<file path="config.mk">
export PLATFORM = sky130hd
export DESIGN_NAME = xip_read_buffer
export DESIGN_NICKNAME = d
export VERILOG_FILES = /design/src/rtl/xip_pkg.sv /design/src/rtl/xip_line_store.sv /design/src/rtl/xip_read_buffer.sv
export SDC_FILE = /design/constraint.sdc
export NUM_CORES = 1
export LEC_CHECK = 0
export ABC_CLOCK_PERIOD_IN_PS = 2200
export CAP_MARGIN = 15
export CORE_MARGIN = 1.5
export CORE_UTILIZATION = 46
export CTS_BUF_LIST = sky130_fd_sc_hd__clkbuf_4 sky130_fd_sc_hd__clkbuf_8 sky130_fd_sc_hd__clkbuf_16
export CTS_CLUSTER_SIZE = 24
export DETAILED_ROUTE_END_ITERATION = 8
export PLACE_DENSITY = 0.76
export RECOVER_POWER = 25
export SLEW_MARGIN = 40
export SYNTH_ARGS = -nofsm -noshare
export SYNTH_HDL_FRONTEND = slang
export SYNTH_SLANG_ARGS = --single-unit
</file>
<file path="constraint.sdc">
create_clock -name clk -period 2.2 [get_ports clk]
set_input_delay 0.22 -clock clk [delete_from_list [all_inputs] [get_ports clk]]
set_output_delay 0.22 -clock clk [all_outputs]
set_load 0.01 [all_outputs]
</file>
<file path="src/rtl/xip_pkg.sv">
// -----------------------------------------------------------------------------
// xip_pkg
// Shared definitions for the XIP read-path prefetch buffer:
//   - xip_state_t : buffer FSM states (IDLE, FILL_AR, FILL_R, RESP)
//   - RESP_OKAY / RESP_SLVERR : AXI read response codes
//   - clog2()     : ceiling log2, used to size the in-line word offset
// -----------------------------------------------------------------------------
package xip_pkg;

    typedef enum logic [1:0] {
        IDLE    = 2'd0,
        FILL_AR = 2'd1,
        FILL_R  = 2'd2,
        RESP    = 2'd3
    } xip_state_t;

    localparam logic [1:0] RESP_OKAY   = 2'b00;
    localparam logic [1:0] RESP_SLVERR = 2'b10;

    function automatic int clog2(input int value);
        int r;
        r = 0;
        while ((1 << r) < value) begin
            r = r + 1;
        end
        return r;
    endfunction

endpackage

</file>
<file path="src/rtl/xip_line_store.sv">
// -----------------------------------------------------------------------------
// xip_line_store
// Word storage for the single buffered line: LINE_WORDS x 32-bit registers with
// one synchronous write port and one combinational read port.
// Ports:
//   clk      : system clock
//   i_we     : write enable
//   i_widx   : word index written when i_we is high
//   i_wdata  : write data
//   i_ridx   : word index read combinationally
//   o_rdata  : contents of word i_ridx
// The array is deliberately not reset; a word is only read after it was filled.
// -----------------------------------------------------------------------------
module xip_line_store #(
    parameter int LINE_WORDS = 4,
    parameter int IDX_W      = 2
) (
    input  logic             clk,
    input  logic             i_we,
    input  logic [IDX_W-1:0] i_widx,
    input  logic [31:0]      i_wdata,
    input  logic [IDX_W-1:0] i_ridx,
    output logic [31:0]      o_rdata
);

    logic [31:0] r_mem [LINE_WORDS];

    always_ff @(posedge clk) begin
        if (i_we) begin
            r_mem[i_widx] <= i_wdata;
        end
    end

    assign o_rdata = r_mem[i_ridx];

endmodule

</file>
<file path="src/rtl/xip_read_buffer.sv">
// -----------------------------------------------------------------------------
// xip_read_buffer
// Single-line read prefetch buffer in front of xip_engine's AR/R port. A CPU
// read that misses fetches the whole aligned line (word 0 upward, one
// outstanding beat at a time) and then answers; a read that hits the held line
// is answered the cycle after its address is accepted.
// Ports:
//   clk, rst            : clock, asynchronous active-high reset
//   xip_en_i            : enable; low blocks new reads and drops the line
//   inv_i               : one-cycle invalidate pulse
//   s_ar* / s_r*        : upstream AXI-Lite read address / data channels
//   m_ar* / m_r*        : downstream read channels to xip_engine
//   hit_cnt_o/miss_cnt_o: saturating statistics, only when
//                         XIP_READ_BUFFER_STATS_EN is defined
// -----------------------------------------------------------------------------
module xip_read_buffer
    import xip_pkg::*;
#(
    parameter int LINE_WORDS = 4,
    parameter int ADDR_W     = 32
) (
    input  logic              clk,
    input  logic              rst,
`ifdef XIP_READ_BUFFER_STATS_EN
    output logic [31:0]       hit_cnt_o,
    output logic [31:0]       miss_cnt_o,
`endif
    input  logic              xip_en_i,
    input  logic              inv_i,
    input  logic [ADDR_W-1:0] s_araddr_i,
    input  logic              s_arvalid_i,
    output logic              s_arready_o,
    output logic [31:0]       s_rdata_o,
    output logic [1:0]        s_rresp_o,
    output logic              s_rvalid_o,
    input  logic              s_rready_i,
    output logic [ADDR_W-1:0] m_araddr_o,
    output logic              m_arvalid_o,
    input  logic              m_arready_i,
    input  logic [31:0]       m_rdata_i,
    input  logic [1:0]        m_rresp_i,
    input  logic              m_rvalid_i,
    output logic              m_rready_o
);

    localparam int OFFS  = clog2(LINE_WORDS);
    localparam int TAG_W = ADDR_W - OFFS - 2;

    xip_state_t       r_state;
    logic             r_line_valid;
    logic [TAG_W-1:0] r_tag;
    logic [OFFS-1:0]  r_cnt;
    logic [OFFS-1:0]  r_idx;
    logic             r_fill_err;
    logic             r_inv_pend;

    logic [TAG_W-1:0] w_req_tag;
    logic [OFFS-1:0]  w_req_idx;
    logic             w_ar_fire;
    logic             w_hit;
    logic             w_drop;
    logic             w_beat;
    logic             w_beat_err;
    logic             w_last;
    logic [31:0]      w_rdata;
    logic             w_unused_lsb;

    assign w_req_tag    = s_araddr_i[ADDR_W-1:OFFS+2];
    assign w_req_idx    = s_araddr_i[OFFS+1:2];
    assign w_unused_lsb = ^s_araddr_i[1:0];
    assign w_ar_fire    = s_arvalid_i & s_arready_o;
    // An invalidate arriving with the request beats the hit.
    assign w_hit        = r_line_valid & ~inv_i & (r_tag == w_req_tag);
    assign w_drop       = inv_i | ~xip_en_i;
    assign w_beat       = (r_state == FILL_R) & m_rvalid_i;
    assign w_beat_err   = w_beat & (m_rresp_i != RESP_OKAY);
    assign w_last       = (r_cnt == OFFS'(LINE_WORDS - 1));

    always_ff @(posedge clk or posedge rst) begin
        if (rst) begin
            r_state      <= IDLE;
            r_line_valid <= 1'b0;
            r_tag        <= '0;
            r_cnt        <= '0;
            r_idx        <= '0;
            r_fill_err   <= 1'b0;
            r_inv_pend   <= 1'b0;
        end else begin
            // A drop during a fill is remembered and applied when the fill ends.
            if (w_drop) begin
                r_line_valid <= 1'b0;
                if ((r_state == FILL_AR) || (r_state == FILL_R)) begin
                    r_inv_pend <= 1'b1;
                end
            end
            case (r_state)
                IDLE: begin
                    if (w_ar_fire) begin
                        r_idx      <= w_req_idx;
                        r_fill_err <= 1'b0;
                        if (w_hit) begin
                            r_state <= RESP;
                        end else begin
                            r_line_valid <= 1'b0;
                            r_tag        <= w_req_tag;
                            r_cnt        <= '0;
                            r_inv_pend   <= 1'b0;
                            r_state      <= FILL_AR;
                        end
                    end
                end
                FILL_AR: begin
                    if (m_arready_i) begin
                        r_state <= FILL_R;
                    end
                end
                FILL_R: begin
                    if (m_rvalid_i) begin
                        if (w_beat_err) begin
                            r_fill_err <= 1'b1;
                        end
                        if (w_last) begin
                            // Fold in this cycle's error/drop, which the
                            // registered flags have not seen yet.
                            r_line_valid <= ~(r_fill_err | w_beat_err) & ~(r_inv_pend | w_drop);
                            r_inv_pend   <= 1'b0;
                            r_state      <= RESP;
                        end else begin
                            r_cnt   <= r_cnt + OFFS'(1);
                            r_state <= FILL_AR;
                        end
                    end
                end
                RESP: begin
                    if (s_rready_i) begin
                        r_state <= IDLE;
                    end
                end
                default: r_state <= IDLE;
            endcase
        end
    end

    xip_line_store #(
        .LINE_WORDS (LINE_WORDS),
        .IDX_W      (OFFS)
    ) u_store (
        .clk     (clk),
        .i_we    (w_beat),
        .i_widx  (r_cnt),
        .i_wdata (m_rdata_i),
        .i_ridx  (r_idx),
        .o_rdata (w_rdata)
    );

    // Ready is held low while reset is asserted so every output reads 0 then.
    assign s_arready_o = (r_state == IDLE) & xip_en_i & ~rst;
    assign m_arvalid_o = (r_state == FILL_AR);
    assign m_araddr_o  = {r_tag, r_cnt, 2'b00};
    assign m_rready_o  = (r_state == FILL_R);
    assign s_rvalid_o  = (r_state == RESP);
    assign s_rdata_o   = s_rvalid_o ? w_rdata : 32'd0;
    assign s_rresp_o   = (s_rvalid_o & r_fill_err) ? RESP_SLVERR : RESP_OKAY;

`ifdef XIP_READ_BUFFER_STATS_EN
    logic [31:0] r_hit_cnt;
    logic [31:0] r_miss_cnt;

    function automatic logic [31:0] sat_inc(input logic [31:0] value);
        return (value == 32'hFFFF_FFFF) ? value : value + 32'd1;
    endfunction

    always_ff @(posedge clk or posedge rst) begin
        if (rst) begin
            r_hit_cnt  <= '0;
            r_miss_cnt <= '0;
        end else if (inv_i) begin
            r_hit_cnt  <= '0;
            r_miss_cnt <= '0;
        end else if (w_ar_fire) begin
            if (w_hit) begin
                r_hit_cnt <= sat_inc(r_hit_cnt);
            end else begin
                r_miss_cnt <= sat_inc(r_miss_cnt);
            end
        end
    end

    assign hit_cnt_o  = r_hit_cnt;
    assign miss_cnt_o = r_miss_cnt;
`else
    // Statistics counters are not built in this configuration.
`endif

endmodule

</file>
* Word level (Yosys, flattened, before mapping)
Memories as Yosys holds them, arrays and structs flattened.
Index checks and enable logic that the tools add are counted.
** Word-level totals
- Bits in writable memories :: 128
- Input bits :: 74
- Output and inout bits :: 70
- Register bits :: 37
- Word-level logic and storage cells :: 81
- Memories kept :: 1
** Cells by class
- Mux-type cells :: 33
- Bitwise gates (word level) :: 18
- Reductions and logical operators :: 9
- Eq/ne operators :: 12
- Add/sub/neg operators :: 1
** Memories
- u_store.r_mem :: words 4, width 32, read ports 1, clocked after Yosys merged registers in 0, write ports 1, RTL line xip_line_store.sv:26 : logic [31:0] r_mem [LINE_WORDS];
** Operator list (count)
- two-way mux 32 bit :: 1
- equality test 28 bit :: 1
- two-way mux 2 bit :: 11
- two-way mux 1 bit :: 16
- bitwise AND 1 bit :: 9
- != test 2 bit (second input constant) :: 4
- one-hot mux 2 bit (4 select lines) :: 1
- AND reduction 4 bit :: 2
- equality test 2 bit (second input constant) :: 3
- != test 2 x 1 -> 1 bit (second input constant) :: 3
- inverter 1 bit :: 6
- one-hot mux 1 bit (2 select lines) :: 3
- AND reduction 5 bit :: 1
- one-hot mux 2 bit (2 select lines) :: 1
- nonzero test 2 bit :: 2
- bitwise OR 1 bit :: 3
- AND reduction 3 bit :: 1
- adder 2 x 1 -> 2 bit (second input constant) :: 1
- equality test 2 x 1 -> 1 bit (second input constant) :: 1
- logical NOT 2 bit :: 1
- AND reduction 2 bit :: 1
- logical OR 1 bit :: 1

* Longest topological paths before layout
Gate-level depths: netlist of run 1.
- Depth in word-level cells :: 9
- Mapped depth :: 8
- Depth with buffers taken out :: 7

* Hierarchy
Synthesis of run 1 repeated with hierarchy kept, for this count alone.
** Unflattened totals
- Cell total of the unflattened synthesis :: 374
- Area total of the unflattened synthesis :: 7043.0 µm²
** Modules (own cells, without submodules)
- xip_line_store :: instances 1, cells each 171, seq. area each 3843.7 µm², area each 4689.5 µm²
- xip_read_buffer :: instances 1, cells each 203, seq. area each 925.9 µm², area each 2353.5 µm²

* Worst setup path before layout of run 1
OpenSTA, ideal clock, no wires.
- Path type :: input -> register
- Start point :: input rst
- End point :: register r_tag[0]
- Data arrival time :: 2.234 ns
- Data required time :: 2.075 ns
- Slack :: -0.159 ns
- Path buffers :: 1
- Stages :: 6
- Setup time :: 0.125 ns
- Cells stage by stage :: inv_1 -> and3_1 -> nand2_1 -> nor2_2 -> buf_6 -> mux2_4
** On the way
- Cells in the longest elaborated chain, start to end :: 4
** Ends and longest elaborated chain
- start, declared :: RTL line xip_read_buffer.sv:23 : input logic rst,
- inverter 1 bit :: RTL line xip_read_buffer.sv:157 : assign s_arready_o = (r_state == IDLE) & xip_en_i & ~rst;
- bitwise AND 1 bit :: RTL line xip_read_buffer.sv:157
- via s_arready_o :: RTL line xip_read_buffer.sv:32 : output logic s_arready_o,
- bitwise AND 1 bit :: RTL line xip_read_buffer.sv:71 : assign w_ar_fire = s_arvalid_i & s_arready_o;
- AND reduction 3 bit (no source line)
- end signal, assigned :: RTL line xip_read_buffer.sv:105 : r_tag <= w_req_tag;
- end, declared :: RTL line xip_read_buffer.sv:51 : logic [TAG_W-1:0] r_tag;
The timed path passes the listed nets, and every way through them passes these cells.
A chain may end at the register's enable or synchronous reset.

* Worst setup path after layout of run 1
- Start point :: register r_idx[0]
- End point :: output s_rdata_o[30]
** On the way
- Cells in the longest elaborated chain, start to end :: 2
** Ends and longest elaborated chain
- start, declared :: RTL line xip_read_buffer.sv:53 : logic [OFFS-1:0] r_idx;
- start signal, assigned :: RTL line xip_read_buffer.sv:99 : r_idx <= w_req_idx;
- memory read (4 x 32 bit)
- two-way mux 32 bit :: RTL line xip_read_buffer.sv:162 : assign s_rdata_o = s_rvalid_o ? w_rdata : 32'd0;
- end, declared :: RTL line xip_read_buffer.sv:33 : output logic [31:0] s_rdata_o,
No other way between the ends.

==> run_summary.xml, run 1 <==
<?xml version="1.0" encoding="UTF-8"?>
<metrics>
  <group name="floorplanning">
    <metric name="initial_utilization" unit="">0.475</metric>
    <metric name="rows" unit="">44</metric>
    <metric name="placeableCoreArea" unit="µm²">14700</metric>
    <metric name="dieWidth" unit="µm">126</metric>
    <metric name="die_area" unit="µm²">15900</metric>
    <metric name="die_h" unit="µm">126</metric>
    <metric name="design.portCount" unit="">144</metric>
  </group>
  <group name="yosys">
    <metric name="synth_enable_flop_cells" unit="">128</metric>
    <metric name="mappedNetlistArea" unit="µm²">6980</metric>
    <metric name="synthesis.area_per_instance" unit="µm²">18.2</metric>
    <metric name="synth_sequential_area_ratio" unit="">0.683</metric>
    <metric name="register_bit_count_reported_by_yosys" unit="">165</metric>
    <metric name="yosysWarnings" unit="">0</metric>
    <metric name="yosys.cell_types.count" unit="">45</metric>
    <metric name="synth-main-ff-cell" unit="">sky130_fd_sc_hd__edfxtp_1</metric>
    <metric name="asyncSetResetFlopFracSynth" unit="">0.224</metric>
    <metric name="post_synth_inst_count" unit="">383</metric>
  </group>
  <group name="timing">
    <metric name="holdWs" unit="ns">0.314</metric>
    <metric name="fin_ws" unit="ns">0.0228</metric>
    <metric name="number_of_hold_slack_violations_in_the_final_timing_report" unit="">0</metric>
    <metric name="slew_violations" unit="">0</metric>
    <metric name="timing.final.crit_share" unit="">0.990</metric>
    <metric name="f_max" unit="MHz">459</metric>
    <metric name="grt_setup_unrepaired" unit="">yes</metric>
    <metric name="fin_skew" unit="ns">0.0104</metric>
    <metric name="fin_setup_tns" unit="ns">0</metric>
    <metric name="final.min_clock_period" unit="ns">2.18</metric>
    <metric name="finalSetupViolations" unit="">0</metric>
  </group>
  <group name="job">
    <metric name="maxCapViolations" unit="">0</metric>
  </group>
  <group name="worst_hold_path">
    <metric name="hp-class" unit="">primary input to asynchronous set/reset pin</metric>
  </group>
  <group name="worst_setup_path">
    <metric name="cp.required" unit="ns">1.98</metric>
    <metric name="critical_path.endpoint_type" unit="">primary output</metric>
    <metric name="crit_fanout" unit="">7</metric>
    <metric name="critical_path.startpoint_type" unit="">flip-flop</metric>
    <metric name="critPathMostFrequentCell" unit="">sky130_fd_sc_hd__buf_12</metric>
    <metric name="worst-endpoint-arrival" unit="ns">1.96</metric>
    <metric name="critical_path.cell_chain" unit="">buf_12, buf_12, buf_4, mux4_2, and2_4, buf_2</metric>
    <metric name="cpLargestDelayFamily" unit="">buffers and inverters</metric>
    <metric name="crit_type" unit="">flip-flop to primary output</metric>
    <metric name="critical_path.max_stage_delay" unit="ns">0.43</metric>
    <metric name="critical_path.slowest_cell" unit="">sky130_fd_sc_hd__dfrtp_2</metric>
    <metric name="critical_path.n_buffers_inverters" unit="">4</metric>
  </group>
  <group name="drt">
    <metric name="vias_per_cell" unit="">5.30</metric>
    <metric name="wl_per_cell" unit="µm">18.8</metric>
    <metric name="drt_first_pass_iters" unit="">4</metric>
    <metric name="ant_nets" unit="">0</metric>
    <metric name="post-route-drc-count" unit="">0</metric>
    <metric name="num_vias" unit="">3973</metric>
    <metric name="routed_wl" unit="µm">14100</metric>
    <metric name="drt-initial-drc-count" unit="">236</metric>
  </group>
  <group name="layout">
    <metric name="layout-drive-gt1-share" unit="">0.312</metric>
    <metric name="synthToLayoutAreaGrowth" unit="%">34.6</metric>
    <metric name="n_fill_cell" unit="">1057</metric>
    <metric name="num-nets-final" unit="">634</metric>
  </group>
  <group name="global_route">
    <metric name="grt.overflow.total" unit="">0</metric>
    <metric name="number_of_antenna_violations_at_the_first_check_in_global_routing" unit="">1</metric>
    <metric name="pin_count_of_the_biggest_net_entering_global_routing" unit="">38</metric>
    <metric name="global_route_wire_length_before_repair" unit="µm">22600</metric>
    <metric name="grt_util_all_layers" unit="">0.190</metric>
    <metric name="first_global_vias" unit="">4291</metric>
  </group>
  <group name="placed_design">
    <metric name="dp_worst_slack" unit="ns">-0.191</metric>
    <metric name="detailedPlacementHpwl" unit="µm">9230</metric>
    <metric name="gp_congestion" unit="">0.793</metric>
    <metric name="portBuffers" unit="">138</metric>
  </group>
  <group name="clocking">
    <metric name="holdBufCountCts" unit="">0</metric>
    <metric name="clk_path_buf_depth" unit="">2</metric>
    <metric name="cts_inserted_buffers" unit="">17</metric>
    <metric name="cts_tree" unit="">built</metric>
    <metric name="clk-insertion-delay-late" unit="ns">0.43</metric>
    <metric name="worst_setup_hold_path_clk_slew" unit="ns">0.07</metric>
    <metric name="cts-root-buf" unit="">sky130_fd_sc_hd__clkbuf_16</metric>
    <metric name="cts_max_level" unit="">4</metric>
    <metric name="clock_sink_count" unit="">165</metric>
  </group>
  <group name="pwr">
    <metric name="power_density" unit="nW/µm²">1180</metric>
    <metric name="report.power.total" unit="mW">11.1</metric>
    <metric name="vdd_ir_drop_max" unit="mV">0.621</metric>
    <metric name="leakagePower" unit="nW">3.51</metric>
  </group>
  <group name="outcome">
    <metric name="status" unit="">finished, final reports clean</metric>
  </group>
</metrics>
## cell families (layout without fill, tap and decap cells)
kind of cell,after synthesis,count (layout),synth area share
xor+xnor,25,25,0.0314
compound gates,23,23,0.0235
buf+inv,33,212,0.0231
simple gates,65,65,0.0567
fa+ha+maj,9,9,0.0161
flops,165,165,0.683
mux,62,62,0.165
other cells,1,4,0.000537
## cell usage after synthesis, types with 2 or more instances
cell / instances / share of area
sky130_fd_sc_hd__nand2b_1: 3 / 0.0027
sky130_fd_sc_hd__o21ai_0: 6 / 0.0043
sky130_fd_sc_hd__ha_1: 9 / 0.016
sky130_fd_sc_hd__mux2i_1: 2 / 0.0029
sky130_fd_sc_hd__nor2_1: 3 / 0.0016
sky130_fd_sc_hd__mux4_2: 32 / 0.10
sky130_fd_sc_hd__nand2_1: 3 / 0.0016
sky130_fd_sc_hd__dfrtp_1: 37 / 0.13
sky130_fd_sc_hd__nand4_1: 2 / 0.0018
sky130_fd_sc_hd__nand3_1: 2 / 0.0014
sky130_fd_sc_hd__buf_6: 3 / 0.0048
sky130_fd_sc_hd__nor2b_1: 2 / 0.0018
sky130_fd_sc_hd__xor2_1: 21 / 0.026
sky130_fd_sc_hd__clkbuf_1: 9 / 0.0048
sky130_fd_sc_hd__nor4_1: 7 / 0.0063
sky130_fd_sc_hd__xnor2_1: 4 / 0.0050
sky130_fd_sc_hd__buf_2: 3 / 0.0022
sky130_fd_sc_hd__edfxtp_1: 128 / 0.55
sky130_fd_sc_hd__and3_1: 4 / 0.0036
sky130_fd_sc_hd__inv_1: 15 / 0.0081
sky130_fd_sc_hd__mux2_2: 2 / 0.0032
sky130_fd_sc_hd__mux2_4: 26 / 0.056
sky130_fd_sc_hd__and2_1: 33 / 0.030
sky130_fd_sc_hd__a21oi_1: 4 / 0.0029
sky130_fd_sc_hd__buf_4: 3 / 0.0032
## what timing repair did
item                       CTS  global route
pin swaps                    2             1
setup endpoints to repair   33            41
gates cloned                 2             0
resized for setup          129            19
setup buffers                5             0
## per-layer routing
metal	part of all wire	global-route usage
met1	0.43	0.238
met2	0.48	0.313
met3	0.077	0.0612
met4	0.016	0.0683
met5	0	0
## final timing paths
kind | startpoint | endpoint | slack, ns | cells past startpoint
setup / recovery | r_idx[0] | s_rdata_o[30] | 0.02 | 6
hold / removal | rst | r_tag[18] | 0.31 | 3
setup reg to reg | r_tag[20] | r_tag[12] | 0.12 | 7
hold reg to reg | r_state[1] | r_state[1] | 0.54 | 2
max in group asynchronous | rst | r_idx[0] | 1.52 | 3
min in group clk | s_araddr_i[27] | r_tag[23] | 0.40 | 3
## worst register-to-register path: cells and delay by family, from the launching register on
kind	cells	cell delay, ns
and+or+nand+nor	4	0.89
DFF	1	0.41
muxes	1	0.32
buffers and inverters	1	0.18
xor gates and xnor gates	1	0.17
## flip-flops by register name, indices dropped and copies added, names as in the netlist
register	count
r_tag	28
r_idx	2
r_state	2
r_fill_err	1
r_cnt	2
u_store.r_mem	128
r_inv_pend	1
r_line_valid	1
## cells in the final DEF (no fill, tap or decap), types with 4 or more instances in the layout
master | netlist | layout
sky130_fd_sc_hd__dfrtp_1 | 37 | 36
sky130_fd_sc_hd__o21ai_0 | 6 | 6
sky130_fd_sc_hd__clkbuf_16 | 0 | 19
sky130_fd_sc_hd__nor4_1 | 7 | 7
sky130_fd_sc_hd__xnor2_1 | 4 | 4
sky130_fd_sc_hd__and2_4 | 0 | 15
sky130_fd_sc_hd__edfxtp_1 | 128 | 128
sky130_fd_sc_hd__a21oi_1 | 4 | 4
sky130_fd_sc_hd__clkbuf_4 | 0 | 4
sky130_fd_sc_hd__ha_1 | 9 | 8
sky130_fd_sc_hd__buf_6 | 3 | 9
sky130_fd_sc_hd__clkdlybuf4s50_1 | 0 | 82
sky130_fd_sc_hd__and2_1 | 33 | 18
sky130_fd_sc_hd__buf_2 | 3 | 17
sky130_fd_sc_hd__xor2_1 | 21 | 21
sky130_fd_sc_hd__mux4_2 | 32 | 32
sky130_fd_sc_hd__dlygate4sd3_1 | 0 | 24
sky130_fd_sc_hd__buf_4 | 3 | 15
sky130_fd_sc_hd__clkdlybuf4s15_2 | 0 | 5
sky130_fd_sc_hd__buf_12 | 0 | 9
sky130_fd_sc_hd__inv_1 | 15 | 13
sky130_fd_sc_hd__mux2_4 | 26 | 26
## power breakdown
| group | internal, mW | total, mW | switching (mW) |
|---|---|---|---|
| Sequential | 3.84 | 4.21 | 0.373 |
| Combinational | 2.37 | 3.99 | 1.62 |
| Clock | 1.72 | 2.85 | 1.13 |
## final cells by class
type                    instances  area [µm²]  share of cell area
diodes                          1        2.50            0.000266
clock buffers                  26         547              0.0582
clock inverters                 6        37.5             0.00400
inverters                      15        60.1             0.00639
multi-input cells             187        2100               0.224
flip-flops and latches        165        4770               0.508
well taps                     184         230              0.0245
repair buffers                165        1640               0.175
## metrics by stage
step | util | instance area [µm²] | instances
after CTS | 0.638 | 9380 | 749
after floorplan | - | 6990 | 385
after global routing | 0.639 | 9390 | 749
after detailed placement | 0.596 | 8760 | 710
final | 0.639 | 9390 | 749
after global placement | 0.596 | 8760 | 710
(Power assumes the default switching activity.)
==> inputs of run 2 (changes only) <==
--- a/config.mk
+++ b/config.mk
@@ -8,11 +8,12 @@
 export ABC_CLOCK_PERIOD_IN_PS = 2200
 export CAP_MARGIN = 15
 export CORE_MARGIN = 1.5
-export CORE_UTILIZATION = 46
+export CORE_UTILIZATION = 57
 export CTS_BUF_LIST = sky130_fd_sc_hd__clkbuf_4 sky130_fd_sc_hd__clkbuf_8 sky130_fd_sc_hd__clkbuf_16
 export CTS_CLUSTER_SIZE = 24
 export DETAILED_ROUTE_END_ITERATION = 8
-export PLACE_DENSITY = 0.76
+export DONT_BUFFER_PORTS = 1
+export PLACE_DENSITY = 0.75
 export RECOVER_POWER = 25
 export SLEW_MARGIN = 40
 export SYNTH_ARGS = -nofsm -noshare
==> run 2 against run 1 <==
Compared with the run above: setup slack improved by 0.077 ns; via count decreased by 3.9%; sequential power about the same; wire length decreased by 0.26%; highest routed layer unchanged; register-to-register slack got worse by 0.02 ns; sequential share of layout area increased by 3.1 points; fmax increased by 3.7%.
==> run_summary.xml, run 2 (synthesized netlist as in run 1, its figures left out) <==
<?xml version="1.0" encoding="UTF-8"?>
<metrics>
  <group name="worst_hold_path">
    <metric name="worst_hold_startpoint" unit="">inv_i</metric>
    <metric name="hp-class" unit="">primary input to flip-flop</metric>
    <metric name="whs_path_depth" unit="">3</metric>
    <metric name="hold_path_end" unit="">r_line_valid</metric>
  </group>
  <group name="timing">
    <metric name="slew_violations" unit="">0</metric>
    <metric name="grt_setup_unrepaired" unit="">no</metric>
    <metric name="finalSetupViolations" unit="">0</metric>
    <metric name="timing.final.crit_share" unit="">0.954</metric>
    <metric name="final.min_clock_period" unit="ns">2.10</metric>
    <metric name="number_of_hold_slack_violations_in_the_final_timing_report" unit="">0</metric>
    <metric name="f_max" unit="MHz">476</metric>
    <metric name="fin_skew" unit="ns">0.00742</metric>
  </group>
  <group name="global_route">
    <metric name="grt_util_all_layers" unit="">0.232</metric>
    <metric name="pin_count_of_the_biggest_net_entering_global_routing" unit="">38</metric>
    <metric name="number_of_antenna_violations_at_the_first_check_in_global_routing" unit="">0</metric>
    <metric name="global_route_wire_length_before_repair" unit="µm">22000</metric>
    <metric name="grt.overflow.total" unit="">0</metric>
    <metric name="first_global_vias" unit="">4222</metric>
  </group>
  <group name="clocking">
    <metric name="cts_inserted_buffers" unit="">17</metric>
    <metric name="clk-insertion-delay-late" unit="ns">0.42</metric>
    <metric name="cts_max_level" unit="">4</metric>
    <metric name="cts_tree" unit="">built</metric>
    <metric name="cts-root-buf" unit="">sky130_fd_sc_hd__clkbuf_16</metric>
    <metric name="clock_sink_count" unit="">165</metric>
    <metric name="clk_path_buf_depth" unit="">2</metric>
    <metric name="worst_setup_hold_path_clk_slew" unit="ns">0.06</metric>
  </group>
  <group name="drt">
    <metric name="routed_wl" unit="µm">14000</metric>
    <metric name="drt_first_pass_iters" unit="">4</metric>
    <metric name="post-route-drc-count" unit="">0</metric>
    <metric name="vias_per_cell" unit="">5.76</metric>
    <metric name="ant_nets" unit="">0</metric>
    <metric name="num_vias" unit="">3819</metric>
    <metric name="wl_per_cell" unit="µm">21.2</metric>
    <metric name="drt-initial-drc-count" unit="">273</metric>
  </group>
  <group name="worst_setup_path">
    <metric name="critical_path.n_buffers_inverters" unit="">3</metric>
    <metric name="worst-endpoint-arrival" unit="ns">2.41</metric>
    <metric name="critical_path.endpoint_type" unit="">flip-flop</metric>
    <metric name="crit_type" unit="">flip-flop to flip-flop</metric>
    <metric name="worstReg2RegEnd" unit="">r_state[1]</metric>
    <metric name="worst_r2r_path_depth" unit="">9</metric>
    <metric name="worst_r2r_startpoint" unit="">r_tag[2]</metric>
    <metric name="critical_path.cell_chain" unit="">xor2_1, nor4_2, nand4_1, nor3_4, buf_4, buf_4, buf_4, nor2b_1, o31ai_1</metric>
    <metric name="crit_fanout" unit="">4</metric>
    <metric name="critical_path.slowest_cell" unit="">sky130_fd_sc_hd__dfrtp_1</metric>
    <metric name="critPathMostFrequentCell" unit="">sky130_fd_sc_hd__buf_4</metric>
    <metric name="cp.required" unit="ns">2.51</metric>
    <metric name="critical_path.max_stage_delay" unit="ns">0.40</metric>
    <metric name="ff2ff_setup_slack" unit="ns">0.10</metric>
    <metric name="cpLargestDelayFamily" unit="">simple AND/OR/NAND/NOR gates</metric>
    <metric name="critical_path.startpoint_type" unit="">flip-flop</metric>
  </group>
  <group name="pwr">
    <metric name="vdd_ir_drop_max" unit="mV">0.700</metric>
    <metric name="report.power.total" unit="mW">10.6</metric>
    <metric name="leakagePower" unit="nW">3.33</metric>
    <metric name="power_density" unit="nW/µm²">1190</metric>
  </group>
  <group name="job">
    <metric name="maxCapViolations" unit="">0</metric>
  </group>
  <group name="layout">
    <metric name="post-route-util" unit="">0.740</metric>
    <metric name="layout-drive-gt1-share" unit="">0.302</metric>
    <metric name="postLayoutCellArea" unit="µm²">8850</metric>
    <metric name="largest_register_ffs" unit="">128</metric>
    <metric name="layout_common_cells" unit="">sky130_fd_sc_hd__edfxtp_1 (128), sky130_fd_sc_hd__dlygate4sd3_1 (64), sky130_fd_sc_hd__buf_4 (46), sky130_fd_sc_hd__dfrtp_1 (36)</metric>
    <metric name="instances_no_fill" unit="">663</metric>
    <metric name="most_flops_register" unit="">u_store.r_mem</metric>
    <metric name="layout_commonest_cell" unit="">sky130_fd_sc_hd__edfxtp_1</metric>
    <metric name="layout_top_registers" unit="">u_store.r_mem: 128 flops, r_tag: 28 flops</metric>
    <metric name="synthToLayoutAreaGrowth" unit="%">26.8</metric>
    <metric name="num_antenna_cells" unit="">0</metric>
    <metric name="num-nets-final" unit="">586</metric>
  </group>
  <group name="placed_design">
    <metric name="placement.cell_area" unit="µm²">7530</metric>
    <metric name="detailedPlacementHpwl" unit="µm">8380</metric>
    <metric name="dp_cells" unit="">561</metric>
    <metric name="gp_congestion" unit="">0.725</metric>
    <metric name="portBuffers" unit="">0</metric>
  </group>
  <group name="floorplanning">
    <metric name="dieWidth" unit="µm">114</metric>
    <metric name="design.portCount" unit="">144</metric>
    <metric name="initial_utilization" unit="">0.583</metric>
    <metric name="placeableCoreArea" unit="µm²">12000</metric>
    <metric name="die_h" unit="µm">114</metric>
    <metric name="rows" unit="">40</metric>
    <metric name="die_area" unit="µm²">12900</metric>
  </group>
  <group name="outcome">
    <metric name="status" unit="">finished, final reports clean</metric>
  </group>
</metrics>
run 2: changes by cell type in the layout (fill, tap and decap cells not counted), moves of 5 or more:
cell and delta:
sky130_fd_sc_hd__and2_1 +14, sky130_fd_sc_hd__and2_4 -14, sky130_fd_sc_hd__buf_2 -17, sky130_fd_sc_hd__buf_4 +31
sky130_fd_sc_hd__buf_6 -9, sky130_fd_sc_hd__clkdlybuf4s15_2 -5, sky130_fd_sc_hd__clkdlybuf4s50_1 -82, sky130_fd_sc_hd__dlygate4sd3_1 +40
run 2: report_power, final:
| group | total (mW) | internal [mW] | switching [mW] |
|---|---|---|---|
| combinational | 3.32 | 1.79 | 1.53 |
| clock | 3.05 | 1.87 | 1.18 |
| sequential | 4.19 | 3.84 | 0.359 |
run 2: stage by stage:
step | setup slack (ns) | setup TNS (ns) | hold slack, ns
2_1_floorplan | 0.00658 | 0 | 0.183
3_3_place_gp | -0.0435 | -1.07 | 0.281
3_5_place_dp | -0.199 | -3.01 | 0.286
4_1_cts | 0.00489 | 0 | 0.0419
5_1_grt | 0.00630 | 0 | 0.0504
6_report | 0.100 | 0 | 0.0238
run 2: routing by layer:
layer	vias up	global-route usage	wire, µm
met5	-	0	0
li1	1704	-	-
met3	19	0.0685	855
met2	137	0.409	7490
met4	0	0.0883	272
met1	1959	0.268	5430
run 2: cell type report:
| class | count | area, µm² |
|---|---|---|
| Inverter | 15 | 60.1 |
| Sequential cell | 165 | 4770 |
| Fill cell | 697 | 3110 |
| Clock buffer | 25 | 551 |
| Clock inverter | 7 | 80.1 |
| Timing Repair Buffer | 117 | 1120 |
| Tap cell | 147 | 184 |
| Multi-Input combinational cell | 187 | 2090 |
run 2: worst max path at each step:
stage	startpoint	to	slack [ns]	cells after the start
2_1_floorplan	r_state[0]	u_store.r_mem[3][0]	0.007	5
3_3_place_gp	r_state[0]	r_tag[2]	-0.04	6
3_5_place_dp	r_tag[8]	r_tag[11]	-0.20	8
4_1_cts	r_idx[0]	s_rdata_o[11]	0.005	3
5_1_grt	r_tag[1]	r_state[1]	0.006	9
6_report	r_tag[2]	r_state[1]	0.10	9
run 2: timing repair:
item	CTS	global route
resized for setup	4	1
pin swaps	4	2
endpoints found under the hold margin	196	0
hold buffers	64	0
endpoints found under the setup margin	22	40
setup buffers	3	4
run 2: tightest hold or removal path: cells and delay by family:
kind | cells | cell delay [ns]
simple gates | 2 | 0.12
compound gates | 1 | 0.06
==> inputs of run 3 (changes only) <==
--- a/config.mk
+++ b/config.mk
@@ -7,7 +7,7 @@
 export LEC_CHECK = 0
 export ABC_CLOCK_PERIOD_IN_PS = 2200
 export CAP_MARGIN = 15
-export CORE_MARGIN = 1.5
+export CORE_MARGIN = 3
 export CORE_UTILIZATION = 57
 export CTS_BUF_LIST = sky130_fd_sc_hd__clkbuf_4 sky130_fd_sc_hd__clkbuf_8 sky130_fd_sc_hd__clkbuf_16
 export CTS_CLUSTER_SIZE = 24
==> run 3 against run 2 <==
Compared with the run above: clock power grew 6.9%; first-iteration DRC count fell by 19%; worst hold slack improved by 0.032 ns; sequential power barely moved; critical endpoint is now r_tag[19]; largest power group unchanged.
==> run_summary.xml, run 3 (synthesized netlist as in run 1, its figures left out) <==
<?xml version="1.0" encoding="UTF-8"?>
<metrics>
  <group name="global_route">
    <metric name="global_route_wire_length_before_repair" unit="µm">22000</metric>
    <metric name="first_global_vias" unit="">4022</metric>
    <metric name="number_of_antenna_violations_at_the_first_check_in_global_routing" unit="">0</metric>
    <metric name="grt_util_all_layers" unit="">0.222</metric>
    <metric name="pin_count_of_the_biggest_net_entering_global_routing" unit="">38</metric>
    <metric name="grt.overflow.total" unit="">0</metric>
  </group>
  <group name="pwr">
    <metric name="power_density" unit="nW/µm²">1220</metric>
    <metric name="report.power.total" unit="mW">10.9</metric>
    <metric name="sw_frac" unit="">0.284</metric>
    <metric name="netSwitchingPower" unit="mW">3.09</metric>
    <metric name="power.share.sequential" unit="">0.386</metric>
    <metric name="p_clk_frac" unit="">0.300</metric>
    <metric name="leakagePower" unit="nW">3.35</metric>
    <metric name="p_int" unit="mW">7.77</metric>
    <metric name="vdd_ir_drop_max" unit="mV">0.888</metric>
    <metric name="combinationalPowerShare" unit="">0.314</metric>
  </group>
  <group name="floorplanning">
    <metric name="design.portCount" unit="">144</metric>
    <metric name="die_area" unit="µm²">13600</metric>
    <metric name="placeableCoreArea" unit="µm²">11700</metric>
    <metric name="dieWidth" unit="µm">117</metric>
    <metric name="initial_utilization" unit="">0.596</metric>
    <metric name="rows" unit="">39</metric>
    <metric name="die_h" unit="µm">117</metric>
  </group>
  <group name="worst_setup_path">
    <metric name="critical_path.max_stage_delay" unit="ns">0.40</metric>
    <metric name="critical_path.slowest_cell" unit="">sky130_fd_sc_hd__dfrtp_1</metric>
    <metric name="crit_fanout" unit="">13</metric>
    <metric name="cpLargestDelayFamily" unit="">simple AND/OR/NAND/NOR gates</metric>
    <metric name="cp.required" unit="ns">2.50</metric>
    <metric name="worst-endpoint-arrival" unit="ns">2.38</metric>
    <metric name="crit_type" unit="">flip-flop to flip-flop</metric>
    <metric name="critical_path.n_buffers_inverters" unit="">1</metric>
    <metric name="critical_path.startpoint_type" unit="">flip-flop</metric>
    <metric name="critical_path.endpoint_type" unit="">flip-flop</metric>
    <metric name="critical_path.cell_chain" unit="">xor2_1, nor4_2, nand4_1, nor3_4, nor2_4, buf_6, mux2_4</metric>
  </group>
  <group name="layout">
    <metric name="num_antenna_cells" unit="">0</metric>
    <metric name="synthToLayoutAreaGrowth" unit="%">27.7</metric>
    <metric name="most_flops_register" unit="">u_store.r_mem</metric>
    <metric name="layout-drive-gt1-share" unit="">0.304</metric>
    <metric name="multi_input_area" unit="µm²">2090</metric>
    <metric name="n_fill_cell" unit="">667</metric>
    <metric name="postLayoutCellArea" unit="µm²">8910</metric>
    <metric name="num-nets-final" unit="">587</metric>
    <metric name="layout_common_cells" unit="">sky130_fd_sc_hd__edfxtp_1 (128), sky130_fd_sc_hd__dlygate4sd3_1 (64), sky130_fd_sc_hd__buf_4 (45), sky130_fd_sc_hd__dfrtp_1 (36), sky130_fd_sc_hd__and2_1 (33)</metric>
    <metric name="largest_register_ffs" unit="">128</metric>
    <metric name="regArea" unit="µm²">4770</metric>
    <metric name="layout_top_registers" unit="">u_store.r_mem: 128 flops, r_tag: 28 flops</metric>
    <metric name="layout_commonest_cell" unit="">sky130_fd_sc_hd__edfxtp_1</metric>
  </group>
  <group name="drt">
    <metric name="post-route-drc-count" unit="">0</metric>
    <metric name="drt_first_pass_iters" unit="">4</metric>
    <metric name="wl_met1" unit="µm">5450</metric>
    <metric name="num_vias" unit="">3802</metric>
    <metric name="ant_nets" unit="">0</metric>
    <metric name="routed_wl" unit="µm">14400</metric>
    <metric name="topmost_layer_with_routed_signal_wires" unit="">met4</metric>
    <metric name="wl_per_cell" unit="µm">21.7</metric>
    <metric name="vias_per_cell" unit="">5.76</metric>
    <metric name="route.met2.wl" unit="µm">7660</metric>
    <metric name="drt-initial-drc-count" unit="">222</metric>
    <metric name="wl_met3" unit="µm">925</metric>
  </group>
  <group name="clocking">
    <metric name="cts_tree" unit="">built</metric>
    <metric name="clk-insertion-delay-late" unit="ns">0.42</metric>
    <metric name="clock_sink_count" unit="">165</metric>
    <metric name="worst_setup_hold_path_clk_slew" unit="ns">0.06</metric>
    <metric name="cts_inserted_buffers" unit="">17</metric>
    <metric name="cts_max_level" unit="">4</metric>
    <metric name="cts-root-buf" unit="">sky130_fd_sc_hd__clkbuf_16</metric>
    <metric name="clk_path_buf_depth" unit="">2</metric>
  </group>
  <group name="timing">
    <metric name="slew_violations" unit="">0</metric>
    <metric name="fin_ws" unit="ns">0.114</metric>
    <metric name="fin_setup_tns" unit="ns">0</metric>
    <metric name="finalSetupViolations" unit="">0</metric>
    <metric name="timing.final.crit_share" unit="">0.948</metric>
    <metric name="final.min_clock_period" unit="ns">2.09</metric>
    <metric name="fin_skew" unit="ns">0.00850</metric>
    <metric name="grt_setup_unrepaired" unit="">no</metric>
    <metric name="number_of_hold_slack_violations_in_the_final_timing_report" unit="">0</metric>
    <metric name="holdWs" unit="ns">0.0562</metric>
    <metric name="f_max" unit="MHz">479</metric>
  </group>
  <group name="placed_design">
    <metric name="gp_congestion" unit="">0.809</metric>
    <metric name="detailedPlacementHpwl" unit="µm">8580</metric>
    <metric name="portBuffers" unit="">0</metric>
    <metric name="dp_worst_slack" unit="ns">-0.103</metric>
    <metric name="placement.cell_area" unit="µm²">7550</metric>
  </group>
  <group name="outcome">
    <metric name="status" unit="">finished, final reports clean</metric>
  </group>
  <group name="worst_hold_path">
    <metric name="hp-class" unit="">primary input to flip-flop</metric>
  </group>
  <group name="job">
    <metric name="maxCapViolations" unit="">0</metric>
  </group>
</metrics>
## run 3: cell types whose count changed in the layout (fill, tap and decap cells not counted), moves of 2 or more
cell	previous run	this run
sky130_fd_sc_hd__buf_6	0	2
sky130_fd_sc_hd__bufinv_16	1	5
sky130_fd_sc_hd__clkbuf_16	20	18
sky130_fd_sc_hd__clkinv_2	0	2
sky130_fd_sc_hd__clkinv_4	3	1
## run 3: through the flow
stage,instances,util
final,660,0.761
after global routing,660,0.761
after CTS,658,0.759
after detailed placement,558,0.645
after global placement,556,0.640
after floorplan,385,-
## run 3: cell type report
type	instances	share of cell area
clock buffer	21	0.0525
tap	143	0.0201
multi-input combinational	187	0.234
clock inverter	11	0.0220
inverter	15	0.00674
sequential	165	0.536
timing repair buffer	118	0.129
## run 3: worst paths after layout
kind                            depth (start not counted)       start  slack (ns)      endpoint
worst min-delay path                                    3       inv_i        0.06  r_line_valid
worst min register to register                          2  r_inv_pend        0.55    r_inv_pend
worst max-delay path                                    7    r_tag[1]        0.11     r_tag[19]
worst max register to register                          7    r_tag[1]        0.11     r_tag[19]
min in group asynchronous                               3         rst        0.46     r_tag[23]
max in group asynchronous                               3         rst        1.37      r_idx[0]
## run 3: timing repair
item / CTS / global route
gates resized for setup: 4 / 3
gates cloned: 0 / 2
endpoints found under the hold margin: 196 / 0
setup buffers: 5 / 0
endpoints found under the setup margin: 33 / 25
pin swaps: 4 / 3
hold buffers: 64 / 0
## run 3: worst register-to-register path, stage by stage, from the launching register on
cell and delay [ns]:
sky130_fd_sc_hd__dfrtp_1 0.40, sky130_fd_sc_hd__xor2_1 0.17, sky130_fd_sc_hd__nor4_2 0.29, sky130_fd_sc_hd__nand4_1 0.23
sky130_fd_sc_hd__nor3_4 0.28, sky130_fd_sc_hd__nor2_4 0.10, sky130_fd_sc_hd__buf_6 0.18, sky130_fd_sc_hd__mux2_4 0.32
## run 3: metal layers
| metal | up-vias | global-route usage |
|---|---|---|
| met4 | 0 | 0.100 |
| met3 | 25 | 0.0710 |
| met1 | 1934 | 0.268 |
| met5 | - | 0 |
| met2 | 136 | 0.367 |
| li1 | 1707 | - |
## run 3: power groups by stage
stage | sequential, mW | combinational (mW) | clock (mW)
3_3_place_gp | 4.22 | 3.11 | 0
3_5_place_dp | 4.23 | 3.21 | 0
4_1_cts | 4.16 | 3.40 | 3.34
6_report | 4.19 | 3.41 | 3.26
5_1_grt | 4.24 | 3.70 | 3.46
2_1_floorplan | 4.29 | 2.06 | 0
